==> src/rtl/shift_sub_divider_pkg.sv <==
// Shared types and constants for the shift-subtract divider.
// The FIX state is only reached when SHIFT_SUB_DIVIDER_SIGNED_EN is defined.
package shift_sub_divider_pkg;

  // Controller states; FIX sits between CALC and DONE for signed operations.
  typedef enum logic [1:0] {
    IDLE = 2'd0,
    CALC = 2'd1,
    FIX  = 2'd2,
    DONE = 2'd3
  } div_state_e;

  // Legal operand widths.
  localparam int DIV_MIN_WIDTH = 2;
  localparam int DIV_MAX_WIDTH = 32;

  // Iteration counter must hold the value WIDTH itself.
  function automatic int div_count_w(input int width);
    return $clog2(width + 1);
  endfunction

endpackage

==> src/rtl/shift_sub_divider_sub_stage.sv <==
// One restoring-division step: trial subtract of the divisor from the
// shifted partial remainder, keeping the difference only when it does
// not borrow. Purely combinational.
module div_sub_stage #(
  parameter int WIDTH = 8
) (
  input  logic [WIDTH:0]   p_shifted,
  input  logic [WIDTH-1:0] divisor,
  output logic [WIDTH:0]   p_next,
  output logic             q_bit
);

  logic [WIDTH:0] trial;

  // The partial remainder stays below 2*divisor, so the difference always
  // fits in WIDTH+1 bits and its MSB is a clean borrow indicator.
  always_comb begin
    trial  = p_shifted - {1'b0, divisor};
    q_bit  = ~trial[WIDTH];
    p_next = q_bit ? trial : p_shifted;
  end

endmodule

==> src/rtl/shift_sub_divider.sv <==
// Sequential restoring (shift-subtract) unsigned divider, one quotient bit
// per clock, with start/busy/done handshake.
// Optional feature macro: SHIFT_SUB_DIVIDER_SIGNED_EN adds a signed_op input
// and a one-cycle FIX state that applies operand signs to the results.
module shift_sub_divider
  import shift_sub_divider_pkg::*;
#(
  parameter int WIDTH = 8
) (
  input  logic             clk,
  input  logic             rst_n,
  input  logic             start,
`ifdef SHIFT_SUB_DIVIDER_SIGNED_EN
  input  logic             signed_op,
`endif
  input  logic [WIDTH-1:0] dividend,
  input  logic [WIDTH-1:0] divisor,
  output logic             busy,
  output logic             done,
  output logic [WIDTH-1:0] quotient,
  output logic [WIDTH-1:0] remainder,
  output logic             div_by_zero
);

  localparam int              CW        = div_count_w(WIDTH);
  localparam logic [CW-1:0]   CNT_INIT  = CW'(WIDTH);
  localparam logic [CW-1:0]   CNT_ONE   = CW'(1);
  localparam logic [WIDTH-1:0] ONE_W    = WIDTH'(1);

  if (WIDTH < DIV_MIN_WIDTH || WIDTH > DIV_MAX_WIDTH) begin : g_width_check
    $error("shift_sub_divider: WIDTH out of range");
  end

  // Two's-complement negate, used for operand magnitudes and result signs.
  function automatic logic [WIDTH-1:0] negate(input logic [WIDTH-1:0] v);
    return (~v) + ONE_W;
  endfunction

  div_state_e       state;
  logic [CW-1:0]    count;
  logic [WIDTH:0]   p_reg;
  logic [WIDTH-1:0] q_reg;
  logic [WIDTH-1:0] divisor_reg;
  logic [WIDTH-1:0] dividend_reg;
  logic             zero_pend;

  logic [WIDTH:0]   p_shifted;
  logic [WIDTH:0]   p_next;
  logic [WIDTH-1:0] q_shifted;
  logic             q_bit;
  logic [WIDTH-1:0] dividend_mag;
  logic [WIDTH-1:0] divisor_mag;

`ifdef SHIFT_SUB_DIVIDER_SIGNED_EN
  logic fix_en;
  logic neg_q;
  logic neg_r;

  // Magnitudes of the operands when a signed division is requested.
  always_comb begin
    dividend_mag = dividend;
    divisor_mag  = divisor;
    if (signed_op && dividend[WIDTH-1]) dividend_mag = negate(dividend);
    if (signed_op && divisor[WIDTH-1])  divisor_mag  = negate(divisor);
  end
`else
  // Unsigned build: operands are used as-is.
  always_comb begin
    dividend_mag = dividend;
    divisor_mag  = divisor;
  end
`endif

  // Shift {P,Q} left by one and append the new quotient bit.
  always_comb begin
    p_shifted = {p_reg[WIDTH-1:0], q_reg[WIDTH-1]};
    q_shifted = {q_reg[WIDTH-2:0], q_bit};
  end

  div_sub_stage #(
    .WIDTH (WIDTH)
  ) u_sub_stage (
    .p_shifted (p_shifted),
    .divisor   (divisor_reg),
    .p_next    (p_next),
    .q_bit     (q_bit)
  );

  // Controller and datapath registers; outputs are registered and only
  // change on entry to DONE (or on reset).
  always_ff @(posedge clk or negedge rst_n) begin
    if (!rst_n) begin
      state        <= IDLE;
      count        <= '0;
      p_reg        <= '0;
      q_reg        <= '0;
      divisor_reg  <= '0;
      dividend_reg <= '0;
      zero_pend    <= 1'b0;
      busy         <= 1'b0;
      done         <= 1'b0;
      quotient     <= '0;
      remainder    <= '0;
      div_by_zero  <= 1'b0;
`ifdef SHIFT_SUB_DIVIDER_SIGNED_EN
      fix_en       <= 1'b0;
      neg_q        <= 1'b0;
      neg_r        <= 1'b0;
`endif
    end else begin
      done <= 1'b0;
      case (state)
        IDLE: begin
          if (start) begin
            dividend_reg <= dividend;
            divisor_reg  <= divisor_mag;
            p_reg        <= '0;
            busy         <= 1'b1;
            state        <= CALC;
`ifdef SHIFT_SUB_DIVIDER_SIGNED_EN
            fix_en       <= signed_op;
            neg_q        <= signed_op & (dividend[WIDTH-1] ^ divisor[WIDTH-1]);
            neg_r        <= signed_op & dividend[WIDTH-1];
`endif
            // A zero divisor spends a single cycle in CALC without iterating,
            // so its done pulse lands one cycle after acceptance.
            if (divisor == '0) begin
              zero_pend <= 1'b1;
              count     <= CNT_ONE;
              q_reg     <= '0;
            end else begin
              zero_pend <= 1'b0;
              count     <= CNT_INIT;
              q_reg     <= dividend_mag;
            end
          end
        end

        CALC: begin
          if (zero_pend) begin
            zero_pend   <= 1'b0;
            count       <= '0;
            state       <= DONE;
            done        <= 1'b1;
            quotient    <= '1;
            remainder   <= dividend_reg;
            div_by_zero <= 1'b1;
          end else begin
            p_reg <= p_next;
            q_reg <= q_shifted;
            count <= count - CNT_ONE;
            if (count == CNT_ONE) begin
`ifdef SHIFT_SUB_DIVIDER_SIGNED_EN
              if (fix_en) begin
                state <= FIX;
              end else begin
                state       <= DONE;
                done        <= 1'b1;
                quotient    <= q_shifted;
                remainder   <= p_next[WIDTH-1:0];
                div_by_zero <= 1'b0;
              end
`else
              state       <= DONE;
              done        <= 1'b1;
              quotient    <= q_shifted;
              remainder   <= p_next[WIDTH-1:0];
              div_by_zero <= 1'b0;
`endif
            end
          end
        end

`ifdef SHIFT_SUB_DIVIDER_SIGNED_EN
        FIX: begin
          // Quotient truncates toward zero; remainder follows the dividend.
          // Most-negative / -1 wraps naturally through the negate.
          state       <= DONE;
          done        <= 1'b1;
          quotient    <= neg_q ? negate(q_reg) : q_reg;
          remainder   <= neg_r ? negate(p_reg[WIDTH-1:0]) : p_reg[WIDTH-1:0];
          div_by_zero <= 1'b0;
        end
`endif

        DONE: begin
          state <= IDLE;
          busy  <= 1'b0;
        end

        default: begin
          state <= IDLE;
          busy  <= 1'b0;
        end
      endcase
    end
  end

endmodule

==> config.mk <==
export PLATFORM = sky130hd
export DESIGN_NAME = shift_sub_divider
export DESIGN_NICKNAME = d
export VERILOG_FILES = /design/src/rtl/shift_sub_divider_pkg.sv /design/src/rtl/shift_sub_divider_sub_stage.sv /design/src/rtl/shift_sub_divider.sv
export SDC_FILE = /design/constraint.sdc
export NUM_CORES = 1
export LEC_CHECK = 0
export CAP_MARGIN = 15
export CORE_UTILIZATION = 50
export CTS_CLUSTER_DIAMETER = 80
export CTS_CLUSTER_SIZE = 25
export DETAILED_ROUTE_END_ITERATION = 10
export HOLD_SLACK_MARGIN = 0.1
export PLACE_DENSITY_LB_ADDON = 0.1
export RECOVER_POWER = 100
export SYNTH_ARGS = -nofsm -noshare
export SYNTH_HDL_FRONTEND = slang
export SYNTH_SLANG_ARGS = --single-unit
export TNS_END_PERCENT = 1
==> constraint.sdc <==
create_clock -name clk -period 3.2 [get_ports clk]
set_input_delay 0.48 -clock clk [delete_from_list [all_inputs] [get_ports clk]]
set_output_delay 0.48 -clock clk [all_outputs]
set_load 0.01 [all_outputs]
==> results.toml <==
[status]
status = "finished, final reports clean"

[cells_and_area]
drive_gt1_share_pct = 8.78
fillers = 435
fin_cells = 389
final_common_cell = "dfrtp_1"
final_cell_mix = "dfrtp_1 (58), nand2_1 (33), o21ai_0 (32), dlygate4sd3_1 (20), a21oi_1 (18)"
syn2layout_area_growth_pct = 23.9
nets = 344
antenna_cells = 0

[clock_network]
clk_pin_slew_worst_paths_ps = 70
cts_resized = 0
cts_hold_buf = 0
numCtsBuffers = 9
worstSkewPairLatency_ps = 350
h-tree-depth = 3
clockBufferDepth = 2
cts_tree = "built"
cts_setup_buffers = 0
cts.sinks = 58
root_buffer = "clkbuf_8"

[global_route]
antenna_found_initial = 0
grt_max_degree = 27
grt_overflow_total = 0
grt_pass1_vias = 2163
track_usage_pct = 24.8
grt_first_pass_wirelength_um = 11100

[worst_setup_path]
arrival_ps = 2930
cp_num_buf_inv = 2
timing.setup.critical_path_class = "reg2reg"
path_cells = "inv_1 > ha_1 > inv_1 > fa_1 > a211oi_1 > nor3_2 > mux2i_1 > nor2_4 > mux2_1 > o21ai_0"
max_stage_delay_ps = 410
crit_top_cell = "inv_1"
cp.required_ps = 3460
cp_top_family = "adder cells"
end_kind = "flop"
reg2regPathDepth = 10
worstReg2RegEnd = "p_reg[0]"
cp_slowest_cell = "fa_1"
crit_fanout = 9
regToRegSetupSlack_ps = 540
rr_startpoint = "q_reg[7]"
worst_setup_path_start_kind = "flop"

[route]
first_pass_iters = 4
drt_iter0_drc = 150
vias_per_cell = 5.67
ant_nets = 0
wirelength_um = 6530
wl_per_cell_um = 16.8
drc = 0
vias = 2207

[pwr]
total_power_mw = 4.38
p_leak_nw = 1.52
peakVddDrop_mv = 0.499
power_density_nw_per_um2 = 1260

[timing]
tightest_slew_ps = 1220
max_freq_ghz = 0.375
rsz0062_at_grt = "false"
finalCritPeriodShare_pct = 83.2
slew_viol_final = 0
skew_ps = 11.1
setup_violations = 0
hold_viol_final = 0
fin_setup_tns_ps = 0
fin_crit_ps = 2660
slew_headroom_pct = 18.7

[logic_synthesis]
synth_largest_area_cell = "dfrtp_1"
avgSynthCellArea_um2 = 10.4
yosys_warnings = 0
seq_area_frac_synth_pct = 51.6
netlist_area_um2 = 2810
ys_async_sr_fraction_pct = 100
synth_fp_nets = 300
synth-main-ff-cell = "dfrtp_1"
synth_top_area_share_pct = 51.6
synth_cell_types = 43
ys_seq_elements = 58
synth_area_leaders = "dfrtp_1 (52%), o21ai_0 (5.0%), ha_1 (4.4%)"
postSynthCellCount = 270
synth_edf_count = 0

[place]
dp.cells = 373
gp_congestion = 0.841
dp_hpwl_um = 4640
port_buffers = 37

[floorplan]
design.portCount = 38
dieHeight_um = 77
start_util_pct = 53.4
die_w_um = 77
dieArea_um2 = 5930
num_rows = 26
core_um2 = 5270

[min_path]
hp-class = "in2async"

[flow_run]
drv_cap = 0
logic make-up after synthesis:
group,synth area share [%]
buffers and inverters,3.60
multiplexers,7.34
XOR/XNOR,1.25
adder cells (fa/ha/maj),5.16
AND/OR/NAND/NOR,10.7
AO/OA/AOI/OAI,20.4
flip-flops,51.6
cell usage after synthesis (2+ instances only):
cell / count
o21a_1: 2
ha_1: 10
xor2_1: 2
mux2_2: 9
a21oi_1: 18
nor3_1: 4
or4_1: 2
xnor2_1: 2
o21ai_2: 2
o21ai_0: 28
inv_1: 17
a221oi_1: 5
nor2b_1: 5
a22oi_1: 9
mux2i_1: 9
nand2b_1: 2
nand2_1: 33
o22a_1: 7
clkbuf_1: 9
o22ai_1: 3
a21o_1: 3
dfrtp_1: 58
nor2_1: 8
and2_1: 2
o21ai_1: 3
metrics by stage:
step | cell area [um^2] | setup slack, ps | hold WS (ps) | util (%)
floorplan | 2810 | 888 | 184 | -
global placement | 3270 | 706 | 463 | 62.1
detailed placement | 3270 | 687 | 467 | 62.1
CTS | 3530 | 642 | 116 | 66.9
global route | 3480 | 319 | 482 | 66.1
finish | 3480 | 536 | 362 | 66.1
final cells by class:
cell class	instances	area [um^2]	area share (%)
clock inverters	4	97.6	2.80
repair buffers	43	387	11.1
multi-input cells	185	1240	35.7
well taps	70	87.6	2.51
flip-flops and latches	58	1450	41.7
inverters	17	63.8	1.83
clock buffers	12	155	4.45
report_power, final:
group	leakage (nW)	internal (mW)	switching (mW)
clock network	0.123	0.560	0.296
logic	0.690	0.989	1.22
registers	0.709	1.09	0.225
routing by layer:
| layer | track usage [%] | part of all wire, % | vias to the layer above |
|---|---|---|---|
| met5 | 0 | 0 | - |
| met4 | 7.36 | 1.1 | 0 |
| met3 | 6.90 | 3.9 | 6 |
| met2 | 39.9 | 50 | 47 |
| met1 | 32.7 | 45 | 1101 |
| li1 | - | - | 1053 |
worst max-delay path by stage:
stage	start	endpoint	slack, ps	cells past startpoint
floorplan	q_reg[7]	remainder[0]	890	10
global placement	q_reg[7]	p_reg[1]	710	10
detailed placement	q_reg[7]	p_reg[1]	690	10
CTS	q_reg[7]	p_reg[1]	640	10
global route	q_reg[7]	p_reg[0]	320	10
finish	q_reg[7]	p_reg[0]	540	10
Note: power is estimated with default switching activity, not from simulation.
